$ cat config.mk
export PLATFORM = sky130hd
export DESIGN_NAME = axon_event_dispatch
export DESIGN_NICKNAME = d
export VERILOG_FILES = /design/src/rtl/snn_pkg.sv /design/src/rtl/axon_event_dispatch.sv
export SDC_FILE = /design/constraint.sdc
export NUM_CORES = 1
export LEC_CHECK = 0
export BUFFER_PORTS_ARGS = -buffer_cell sky130_fd_sc_hd__buf_2
export CAP_MARGIN = 15
export CORE_MARGIN = 3
export CORE_UTILIZATION = 45
export CTS_BUF_LIST = sky130_fd_sc_hd__clkbuf_2
export DETAILED_ROUTE_END_ITERATION = 7
export PLACE_DENSITY = 0.72
export SLEW_MARGIN = 10
export SYNTH_ARGS = -nofsm -noshare
export SYNTH_HDL_FRONTEND = slang
export SYNTH_SLANG_ARGS = --single-unit
$ cat constraint.sdc
create_clock -name clk -period 3.1 [get_ports clk]
set_input_delay 0.31 -clock clk [delete_from_list [all_inputs] [get_ports clk]]
set_output_delay 0.31 -clock clk [all_outputs]
set_load 0.01 [all_outputs]
$ cat src/rtl/snn_pkg.sv
// snn_pkg: shared types and constants for the axon event dispatcher.
// Provides the neuron command opcodes, the dispatcher FSM states and the
// field layout of a scheduler event word (axon id in the low bits, followed
// by a 2-bit axon type).
package snn_pkg;

    typedef enum logic [1:0] {
        CMD_NOP       = 2'b00,
        CMD_INTEGRATE = 2'b01,
        CMD_UPDATE    = 2'b10
    } cmd_op_t;

    typedef enum logic [2:0] {
        ST_IDLE  = 3'd0,
        ST_FETCH = 3'd1,
        ST_LOAD  = 3'd2,
        ST_SCAN  = 3'd3,
        ST_SWEEP = 3'd4
    } disp_state_t;

    localparam int EVT_AXON_LSB = 0;
    localparam int EVT_TYPE_W   = 2;

endpackage

$ cat src/rtl/axon_event_dispatch.sv
// axon_event_dispatch: turns scheduler axon events into neuron commands.
// Each accepted event fetches its crossbar row and issues one INTEGRATE per
// connected neuron; each tick triggers a full UPDATE sweep once no event is
// in flight.
// Ports:
//   clk, rst_n                      clock, asynchronous active-low reset
//   tick                            single-cycle global tick strobe
//   evt_data/evt_valid/evt_ready    scheduler event handshake
//   xbar_rd_en/addr/data            crossbar row read (data one cycle after en)
//   cmd_valid/ready/op/neuron/axon_type  neuron command handshake
//   busy, tick_overrun              status
module axon_event_dispatch
    import snn_pkg::*;
#(
    parameter int N_COUNT     = 256,
    parameter int N_AXONS     = 256,
    parameter int GRANULARITY = 4,
    parameter int PKT_SIZE    = 32,
    localparam int EVT_W      = PKT_SIZE - GRANULARITY,
    localparam int AXON_W     = $clog2(N_AXONS),
    localparam int NIDX_W     = $clog2(N_COUNT)
) (
    input  logic               clk,
    input  logic               rst_n,
    input  logic               tick,
    input  logic [EVT_W-1:0]   evt_data,
    input  logic               evt_valid,
    output logic               evt_ready,
    output logic               xbar_rd_en,
    output logic [AXON_W-1:0]  xbar_rd_addr,
    input  logic [N_COUNT-1:0] xbar_rd_data,
    output logic               cmd_valid,
    input  logic               cmd_ready,
    output logic [1:0]         cmd_op,
    output logic [NIDX_W-1:0]  cmd_neuron,
    output logic [1:0]         cmd_axon_type,
    output logic               busy,
    output logic               tick_overrun
);

    disp_state_t             state;
    logic [NIDX_W-1:0]       idx;
    logic [N_COUNT-1:0]      row;
    logic [AXON_W-1:0]       axon_id;
    logic [EVT_TYPE_W-1:0]   axon_type;
    logic                    tick_pending;
    logic                    run;
    logic                    accept;
    logic                    last;
    logic                    adv;
    logic                    to_sweep;
    logic                    evt_unused;

    assign evt_unused = ^evt_data[EVT_W-1:AXON_W+EVT_TYPE_W];

    // run keeps evt_ready low while reset is held and for the release edge.
    assign evt_ready = run && state == ST_IDLE && !tick_pending && !tick;
    assign accept    = evt_valid && evt_ready;
    assign last      = idx == NIDX_W'(N_COUNT - 1);
    assign cmd_valid = (state == ST_SCAN && row[idx]) || state == ST_SWEEP;
    // Unconnected neurons in a row are skipped without waiting for cmd_ready.
    assign adv       = state == ST_SWEEP ? cmd_ready : (!row[idx] || cmd_ready);
    assign to_sweep  = tick_pending &&
                       (state == ST_IDLE ||
                        ((state == ST_SCAN || state == ST_SWEEP) && last && adv));

    assign cmd_op        = !cmd_valid ? CMD_NOP : state == ST_SWEEP ? CMD_UPDATE : CMD_INTEGRATE;
    assign cmd_neuron    = cmd_valid ? idx : '0;
    assign cmd_axon_type = (cmd_valid && state == ST_SCAN) ? axon_type : '0;
    assign xbar_rd_en    = state == ST_FETCH;
    assign xbar_rd_addr  = axon_id;
    assign busy          = state != ST_IDLE || tick_pending;
    assign tick_overrun  = tick && tick_pending;

    always_ff @(posedge clk or negedge rst_n) begin
        if (!rst_n) begin
            state        <= ST_IDLE;
            idx          <= '0;
            row          <= '0;
            axon_id      <= '0;
            axon_type    <= '0;
            tick_pending <= 1'b0;
            run          <= 1'b0;
        end else begin
            run          <= 1'b1;
            // A tick landing on the sweep-entry cycle stays pending for another sweep.
            tick_pending <= tick || (tick_pending && !to_sweep);
            if (to_sweep) begin
                state <= ST_SWEEP;
                idx   <= '0;
            end else begin
                case (state)
                    ST_IDLE: if (accept) begin
                        axon_id   <= evt_data[EVT_AXON_LSB +: AXON_W];
                        axon_type <= evt_data[AXON_W +: EVT_TYPE_W];
                        state     <= ST_FETCH;
                    end
                    ST_FETCH: state <= ST_LOAD;
                    ST_LOAD: begin
                        row   <= xbar_rd_data;
                        idx   <= '0;
                        state <= ST_SCAN;
                    end
                    ST_SCAN, ST_SWEEP: if (adv) begin
                        if (last) begin
                            state <= ST_IDLE;
                            idx   <= '0;
                        end else begin
                            idx <= idx + 1'b1;
                        end
                    end
                    default: state <= ST_IDLE;
                endcase
            end
        end
    end

endmodule

==> flow_metrics.env, run 1 <==
export IMPL_status="finished with violations"
export IMPL_violations="negative setup slack"
export IMPL_htreeDepth=3
export IMPL_synth_enable_flop_cells=0
export IMPL_finalSetupTns_ns=-12.06
export IMPL_syn_cell_area_um2=13100
export IMPL_hp_class="in2async"
export IMPL_drive_gt1_frac=0.498
export IMPL_fin_area_um2=19000
export IMPL_post_place_ws_ns=-0.292
export IMPL_clkTransAtPathRegs_ns=0.16
export IMPL_critPathMaxStageDelay_ns=0.51
export IMPL_io_pins=314
export IMPL_post_route_util=0.675
export IMPL_grt_max_degree=117
export IMPL_area_growth_pct=45.6
export IMPL_antenna_found_initial=1
export IMPL_dr_pass1_iters=5
export IMPL_rsz0062_at_grt="yes"
export IMPL_gr_usage_met3=0.0566
export IMPL_gr_usage_met2=0.485
export IMPL_syn_inst=927
export IMPL_cts_sinks=279
export IMPL_yosys_area_top_type="dfrtp_1"
export IMPL_ant_nets=0
export IMPL_maxCapViolCount=0
export IMPL_worst_clock_skew_ns=0.0474
export IMPL_netlist_top_cells_count="dfrtp_1 (279), mux2_2 (259), nand2_1 (57)"
export IMPL_clkLatencyLatePin_ns=0.84
export IMPL_place_area_um2=15300
export IMPL_portBuffers=295
export IMPL_grt_usage=0.272
export IMPL_cp_end_kind="primary output"
export IMPL_synth_avg_cell_area_um2=14.1
export IMPL_setup_ws_ns=-0.973
export IMPL_yosysTopAreaCellShare=0.535
export IMPL_vias=10900
export IMPL_grt_pass1_vias=12300
export IMPL_synthTopCellsByArea="dfrtp_1 (53%), mux2_2 (22%), mux4_2 (6.4%), mux2i_1 (3.5%), nand2_1 (1.6%)"
export IMPL_placed_cells=1600
export IMPL_async_flop_share=1.00
export IMPL_worstMarginPinSlew_ns=1.00
export IMPL_yosysWarnings=0
export IMPL_ys_flop_type="dfrtp_1"
export IMPL_grt_first_pass_wirelength_um=65800
export IMPL_busiest_layer="met2"
export IMPL_required_ns=2.79
export IMPL_core_area_um2=28200
export IMPL_clock_fmax_ghz=0.245
export IMPL_slew_viol_final=0
export IMPL_cp_cell_sequence="buf_12 -> mux4_2 -> a22oi_2 -> a41oi_2 -> a221o_1 -> o211ai_1 -> o21ai_2 -> a31oi_2 -> buf_4 -> nor2b_1 -> buf_2"
export IMPL_cts_made_buffers=75
export IMPL_num_nets_final=1876
export IMPL_root_buffer="clkbuf_2"
export IMPL_drc=0
export IMPL_power_density_nw_per_um2=821
export IMPL_synthesis_nets=1217
export IMPL_final_cell_count_no_fill=2013
export IMPL_cp_arrival_ns=3.76
export IMPL_avgViaCountPerCell=5.41
export IMPL_leakage_nw=8.39
export IMPL_setup_viol=18
export IMPL_grtUsageMet1=0.318
export IMPL_cpMaxStageDelayCell="mux4_2"
export IMPL_cts_tree="yes"
export IMPL_hpwl_um=25200
export IMPL_period_minus_slack_ns=4.07
export IMPL_final_hold_viol_count=0
export IMPL_fillCellCount=2000
export IMPL_grt_overflow=0
export IMPL_start_util=0.464
export IMPL_wire_per_inst_um=21.3
export IMPL_synth_seq_cells=279
export IMPL_regArea_um2=6990
export IMPL_vdd_ir_drop_max_v=0.000470
export IMPL_cp_start_kind="flip-flop"
export IMPL_clock_path_buffers=3
export IMPL_worst_setup_path_type="reg2out"
export IMPL_place_gp_congestion=0.850
export IMPL_fp_dieH_um=176
export IMPL_drt_iter0_markers=670
export IMPL_die_w_um=176
export IMPL_worstPathMaxFanout=10
export IMPL_die_area_um2=31100
export IMPL_multiInputGateArea_um2=5860
export IMPL_final_period_utilization=1.31
export IMPL_yosysMostFrequentCell="dfrtp_1"
export IMPL_synth_seq_area_share=0.535
export IMPL_routed_wl_um=42800
export IMPL_ys_types=60
export IMPL_row_count=61
export IMPL_maxSlewHeadroom=0.330
-- worst paths after layout --
| check | from | endpoint | slack, ns | cells after the start |
|---|---|---|---|---|
| max reg2reg | idx[0]$_DFFE_PN0P_ | idx[2]$_DFFE_PN0P_ | -0.16 | 10 |
| max | idx[0]$_DFFE_PN0P_ | cmd_neuron[1] | -0.97 | 11 |
| min reg2reg | row[47]$_DFFE_PN0P_ | row[47]$_DFFE_PN0P_ | 0.51 | 1 |
| min | rst_n | row[159]$_DFFE_PN0P_ | 0.08 | 2 |
| max in group asynchronous | rst_n | row[112]$_DFFE_PN0P_ | 2.13 | 3 |
| min in group clk | xbar_rd_data[159] | row[159]$_DFFE_PN0P_ | 0.22 | 3 |
-- flip-flops by register name, indices dropped and copies added, names as in the netlist --
| signal | flops |
|---|---|
| idx | 8 |
| state | 3 |
| tick_pending | 1 |
| xbar_rd_addr | 8 |
| run | 1 |
| row | 256 |
| axon_type | 2 |
-- what timing repair did --
item | 4_1_cts | 5_1_grt
hold buffers | 279 | 0
setup endpoints to repair | 20 | 34
gates resized for setup | 15 | 29
hold endpoints to repair | 401 | 0
buffers inserted | 3 | 5
pin swaps | 10 | 5
cloned | 1 | 0
-- cell usage in the layout, fill, tap and decap left out, drive strengths merged, types with 4 or more instances in the layout --
cell,instances
a21oi,19
a221oi,6
a22oi,15
a31oi,7
and2,6
and3,6
buf,369
clkbuf,97
clkinv,21
dfrtp,279
dlygate4sd3,279
inv,10
mux2,259
mux2i,46
mux4,41
nand2,57
nand3,8
nor2,11
nor2b,14
o21ai,9
o31ai,6
o32ai,4
or3,6
or4,5
-- per-layer routing --
layer  part of all wire  vias up
met3              0.053      111
met1               0.39     5534
met5                  0        -
met2               0.52      447
li1                   -     4795
met4              0.036        0
-- area by class of cell --
class,instances,area share
antenna,3,0.000395
tap,378,0.0249
inverter,8,0.00178
sequential,279,0.368
multi-input combinational,574,0.308
clock buffer,97,0.0255
timing repair buffer,648,0.265
clock inverter,26,0.00704
-- kinds of logic after synthesis --
kind of cell / after synthesis / share of synthesized area
AO/OA/AOI/OAI: 96 / 0.0548
XOR/XNOR: 1 / 0.000671
adder cells (fa/ha/maj): 1 / 0.000958
buffers and inverters: 75 / 0.0292
flip-flops: 279 / 0.535
multiplexers: 346 / 0.330
other: 1 / 0.000287
AND/OR/NAND/NOR: 128 / 0.0491
-- stage by stage --
| stage | hold WS [ns] | power (mW) |
|---|---|---|
| after CTS | 0.0388 | 15.3 |
| after detailed placement | 0.390 | 12.4 |
| after floorplan | 0.0144 | 10.6 |
| after global placement | 0.386 | 12.1 |
| final | 0.0767 | 15.6 |
| after global routing | 0.0749 | 16.5 |
-- power breakdown --
group	total (mW)	switching, mW	internal, mW	leakage [nW]
registers	6.52	1.05	5.47	3.31
clock network	2.51	1.57	0.937	0.475
logic	6.58	2.70	3.89	4.60
total	15.6	5.32	10.3	8.39
-- critical path: cells and delay by family, from the launching register on --
family / cells / cell delay (ns)
AO/OA/AOI/OAI: 6 / 1.37
AND/OR/NAND/NOR: 1 / 0.06
buffers and inverters: 3 / 0.49
flip-flops: 1 / 0.49
multiplexers: 1 / 0.51
Note: power is estimated with default switching activity, not from simulation.
==> run 2, diff against run 1 <==
SETUP_SLACK_MARGIN = 0.2   (was not set)
==> run 2 against run 1 <==
  * The flow still finishes with violations (negative setup slack)
  * Sequential power grew 0.9%
  * Setup slack gained 0.039 ns
  * Via count grew 0.44%
  * Highest routed layer is now met5
==> flow_metrics.env, run 2 (synthesis results as in run 1) <==
export IMPL_worstPathMaxFanout=9
export IMPL_largest_register="row"
export IMPL_path_buf_inv=4
export IMPL_p_seq_frac=0.414
export IMPL_vias=10900
export IMPL_maxCapViolCount=0
export IMPL_setup_ws_ns=-0.935
export IMPL_power_density_nw_per_um2=829
export IMPL_row_count=61
export IMPL_switching_share=0.336
export IMPL_io_pins=314
export IMPL_hpwl_um=25200
export IMPL_die_w_um=176
export IMPL_grt_overflow=0
export IMPL_drive_gt1_frac=0.504
export IMPL_grt_pass1_vias=12200
export IMPL_grt_max_degree=129
export IMPL_routed_wl_um=43300
export IMPL_antenna_found_initial=6
export IMPL_drc=0
export IMPL_min_delay_start="xbar_rd_data[0]"
export IMPL_final_cell_mix="buf_2 (290), dfrtp_1 (276), dlygate4sd3_1 (274)"
export IMPL_clock_fmax_ghz=0.248
export IMPL_grt_first_pass_wirelength_um=67100
export IMPL_root_buffer="clkbuf_2"
export IMPL_portBuffers=295
export IMPL_worstMarginPinSlew_ns=0.953
export IMPL_final_period_utilization=1.30
export IMPL_worstHoldEndpoint="row[0]$_DFFE_PN0P_"
export IMPL_worst_clock_skew_ns=0.110
export IMPL_num_nets_final=1886
export IMPL_vdd_ir_drop_max_v=0.000689
export IMPL_rsz0062_at_grt="yes"
export IMPL_clock_path_buffers=3
export IMPL_clkLatencyLatePin_ns=0.87
export IMPL_cts_made_buffers=76
export IMPL_wire_per_inst_um=21.3
export IMPL_status="finished with violations"
export IMPL_drt_iter0_markers=602
export IMPL_reg2regPathDepth=14
export IMPL_setup_viol=24
export IMPL_slew_viol_final=0
export IMPL_pwr_share_clk=0.179
export IMPL_htreeDepth=3
export IMPL_area_growth_pct=46.6
export IMPL_period_minus_slack_ns=4.03
export IMPL_fp_dieH_um=176
export IMPL_p_switching_mw=5.34
export IMPL_cts_tree="yes"
export IMPL_leakage_nw=8.52
export IMPL_final_hold_viol_count=0
export IMPL_avgViaCountPerCell=5.37
export IMPL_cp_cell_sequence="buf_12 -> mux4_2 -> a22o_1 -> a211o_1 -> a221o_1 -> o211ai_1 -> buf_4 -> o21ai_4 -> a31oi_2 -> buf_6 -> nor2_1 -> buf_2"
export IMPL_required_ns=2.79
export IMPL_rrSetupSlack_ns=-0.30
export IMPL_cp_arrival_ns=3.72
export IMPL_critPathMaxStageDelay_ns=0.53
export IMPL_power_frac_comb=0.406
export IMPL_violations="negative setup slack"
export IMPL_rr_endpoint="state[0]$_DFFE_PN0P_"
export IMPL_cp_end_kind="primary output"
export IMPL_finalPower_mw=15.9
export IMPL_die_area_um2=31100
export IMPL_grt_usage=0.278
export IMPL_dr_pass1_iters=5
export IMPL_worst_setup_path_type="reg2out"
export IMPL_timing_rr_start="idx[0]$_DFFE_PN0P_"
export IMPL_cp_start_kind="flip-flop"
export IMPL_whs_path_depth=3
export IMPL_largest_reg_flops=256
export IMPL_placed_cells=1608
export IMPL_critPathLaunch="idx[0]$_DFFE_PN0P_"
export IMPL_final_cell_count_no_fill=2036
export IMPL_ant_nets=0
export IMPL_core_area_um2=28200
export IMPL_hp_class="in2reg"
export IMPL_power_internal_mw=10.5
export IMPL_place_gp_congestion=0.885
export IMPL_path_delay_family="compound AO/OA/AOI/OAI gates"
export IMPL_clkTransAtPathRegs_ns=0.10
export IMPL_start_util=0.464
export IMPL_cpMaxStageDelayCell="dfrtp_4"
export IMPL_cts_sinks=279
export IMPL_maxSlewHeadroom=0.362
export IMPL_layout_cells_most_common="buf_2"
run 2: per-stage QoR:
stage               cell area (um2)  TNS, ns  utilization  setup WS (ns)  hold slack, ns
floorplan                     13100        0            -          0.155          0.0144
global placement              15400    -4.13        0.546         -0.360           0.239
detailed placement            15400    -4.32        0.546         -0.289           0.237
CTS                           19000   -13.19        0.675         -0.985         0.00309
global route                  19100   -17.19        0.680          -1.13           0.140
finish                        19100   -13.51        0.680         -0.935           0.214
run 2: worst max path at each step:
stage	to	slack (ns)	cells after the start
after global placement	cmd_axon_type[0]	-0.36	12
after detailed placement	cmd_axon_type[0]	-0.29	13
final	cmd_neuron[4]	-0.93	12
after floorplan	cmd_axon_type[0]	0.15	12
after CTS	cmd_neuron[4]	-0.99	13
after global routing	cmd_neuron[4]	-1.13	12
run 2: layer usage:
metal / vias to the layer above / global-route usage / routed length [um]
li1: 4834 / - / -
met1: 5447 / 0.333 / 16500
met2: 511 / 0.477 / 22100
met3: 141 / 0.0611 / 2690
met4: 2 / 0.134 / 1990
met5: - / 0 / 17
run 2: power groups by stage:
stage                     combinational (mW)  clock (mW)  sequential (mW)
after global placement                  5.68           0             6.41
after CTS                               6.28        2.84             6.44
after floorplan                         4.52           0             6.12
after detailed placement                5.83           0             6.52
final                                   6.45        2.84             6.58
after global routing                    6.93        3.11             6.75
run 2: worst min-delay path: stages:
cell and delay [ns]:
dlygate4sd3_1 0.52, buf_2 0.09, mux2_2 0.12
run 2: area by class of cell:
type | count | area, um2
flip-flops and latches | 279 | 6990
multi-input cells | 573 | 5790
fillers | 1915 | 9020
clock buffers | 116 | 581
inverters | 8 | 33.8
clock inverters | 17 | 144
diodes | 7 | 17.5
well taps | 378 | 473
repair buffers | 658 | 5110
run 2: what timing repair did:
action / in CTS / in global routing
gates resized for setup: 22 / 15
setup endpoints to repair: 25 / 28
endpoints found under the hold margin: 549 / 5
gates cloned: 1 / 0
buffers inserted: 5 / 7
hold buffers: 274 / 1
pin swaps: 8 / 2
==> run 3, diff against run 2 <==
CORE_MARGIN = not set   (was 3)
==> run 3 against run 2 <==
  * The flow still finishes with violations (negative setup slack)
  * Sequential cell count did not move
  * Setup slack got worse by 0.055 ns
  * Critical path depth rose by 2
  * Maximum frequency fell by 1.3%
  * Clock power barely moved
  * Sequential share of layout area fell by 0.11 points
  * Non-clock buffer count fell by 1
  * Utilization fell by 0.90 points
  * Die area fell by 4.5%
  * Largest power group is now combinational logic
  * Highest routed layer is now met4
==> flow_metrics.env, run 3 (synthesis results as in run 1) <==
export IMPL_status="finished with violations"
export IMPL_violations="negative setup slack"
export IMPL_worst_clock_skew_ns=0.0670
export IMPL_final_cell_count_no_fill=2045
export IMPL_die_area_um2=29700
export IMPL_required_ns=2.79
export IMPL_grt_pass1_vias=11900
export IMPL_largest_register="row"
export IMPL_clock_fmax_ghz=0.245
export IMPL_cp_end_kind="primary output"
export IMPL_whs_ns=0.0713
export IMPL_place_gp_congestion=0.866
export IMPL_htreeDepth=3
export IMPL_core_area_um2=28600
export IMPL_grt_usage=0.285
export IMPL_drive_gt1_frac=0.504
export IMPL_period_minus_slack_ns=4.09
export IMPL_slew_viol_final=0
export IMPL_layout_cells_most_common="buf_2"
export IMPL_final_hold_viol_count=0
export IMPL_row_count=62
export IMPL_vias=11000
export IMPL_antenna_found_initial=6
export IMPL_rsz0062_at_grt="yes"
export IMPL_vdd_ir_drop_max_v=0.000480
export IMPL_io_pins=314
export IMPL_worst_setup_path_type="reg2out"
export IMPL_worstPathMaxFanout=13
export IMPL_wire_per_inst_um=20.3
export IMPL_hp_class="in2async"
export IMPL_avgViaCountPerCell=5.37
export IMPL_routed_wl_um=41500
export IMPL_drc=0
export IMPL_finalPower_mw=15.9
export IMPL_area_growth_pct=47.0
export IMPL_ant_nets=0
export IMPL_drt_iter0_markers=723
export IMPL_dr_pass1_iters=5
export IMPL_clkTransAtPathRegs_ns=0.16
export IMPL_die_w_um=172
export IMPL_cp_arrival_ns=3.78
export IMPL_maxSlewHeadroom=0.418
export IMPL_grt_max_degree=103
export IMPL_cts_made_buffers=77
export IMPL_placed_cells=1614
export IMPL_power_density_nw_per_um2=828
export IMPL_grt_first_pass_wirelength_um=63300
export IMPL_clock_path_buffers=3
export IMPL_setup_ws_ns=-0.989
export IMPL_cp_start_kind="flip-flop"
export IMPL_final_cell_mix="buf_2 (290), dfrtp_1 (276), dlygate4sd3_1 (273)"
export IMPL_cts_tree="yes"
export IMPL_final_period_utilization=1.32
export IMPL_grt_overflow=0
export IMPL_clkLatencyLatePin_ns=0.87
export IMPL_worstMarginPinSlew_ns=0.869
export IMPL_start_util=0.456
export IMPL_fp_dieH_um=172
export IMPL_largest_reg_flops=256
export IMPL_portBuffers=295
export IMPL_rrSetupSlack_ns=-0.10
export IMPL_root_buffer="clkbuf_2"
export IMPL_setup_viol=22
export IMPL_num_nets_final=1886
export IMPL_cts_sinks=279
export IMPL_maxCapViolCount=0
export IMPL_hpwl_um=24500
export IMPL_leakage_nw=8.55
run 3: routing by layer:
layer  routed length [um]  global-route usage  share of wire
met4                 2000               0.163          0.048
met2                21100               0.486           0.51
met3                 2580              0.0611          0.062
met1                15900               0.332           0.38
met5                    0                   0              0
run 3: stage by stage:
step	util	instance area [um2]	TNS, ns	worst slack [ns]
floorplan	-	13100	0	0.155
global placement	0.538	15400	-5.48	-0.334
detailed placement	0.538	15400	-7.21	-0.427
CTS	0.668	19100	-11.99	-1.01
global route	0.671	19200	-14.66	-1.11
finish	0.671	19200	-12.12	-0.989
run 3: layout make-up:
type	count	area, um2
flip-flops and latches	279	6990
repair buffers	657	5150
inverters	8	30.0
clock inverters	18	148
multi-input cells	573	5800
clock buffers	118	591
diodes	8	20.0
fillers	1960	9420
well taps	384	480
run 3: path summary, 6_finish.rpt:
check	cells past startpoint	endpoint	startpoint
max	14	cmd_neuron[4]	idx[0]$_DFFE_PN0P_
min	2	row[49]$_DFFE_PN0P_	rst_n
max reg2reg	15	idx[4]$_DFFE_PN0P_	idx[0]$_DFFE_PN0P_
min reg2reg	2	axon_type[1]$_DFFE_PN0P_	axon_type[1]$_DFFE_PN0P_
max in group asynchronous	3	row[16]$_DFFE_PN0P_	rst_n
min in group clk	3	row[145]$_DFFE_PN0P_	xbar_rd_data[145]
run 3: critical path: stages (launching register included):
cell and delay (ns):
dfrtp_4 0.46, buf_12 0.14, buf_6 0.19, buf_4 0.22, mux2i_1 0.25, nand2_1 0.11
a31oi_1 0.26, buf_4 0.16, o211ai_1 0.13, o211ai_1 0.34, o21ai_2 0.13, a31oi_2 0.19
buf_6 0.17, nor2_1 0.05, buf_2 0.17
run 3: where the power goes:
group          switching, mW  leakage (nW)  internal [mW]
clock network           1.59         0.564           1.25
logic                   2.68          4.68           3.86
registers               1.06          3.31           5.47
total                   5.33          8.55           10.6
run 3: timing repair:
action | CTS | global route
setup endpoints to repair | 25 | 28
pin swaps | 8 | 5
gates cloned | 1 | 0
endpoints found under the hold margin | 393 | 0
buffers inserted | 10 | 3
gates resized for setup | 22 | 11
hold buffers | 273 | 0
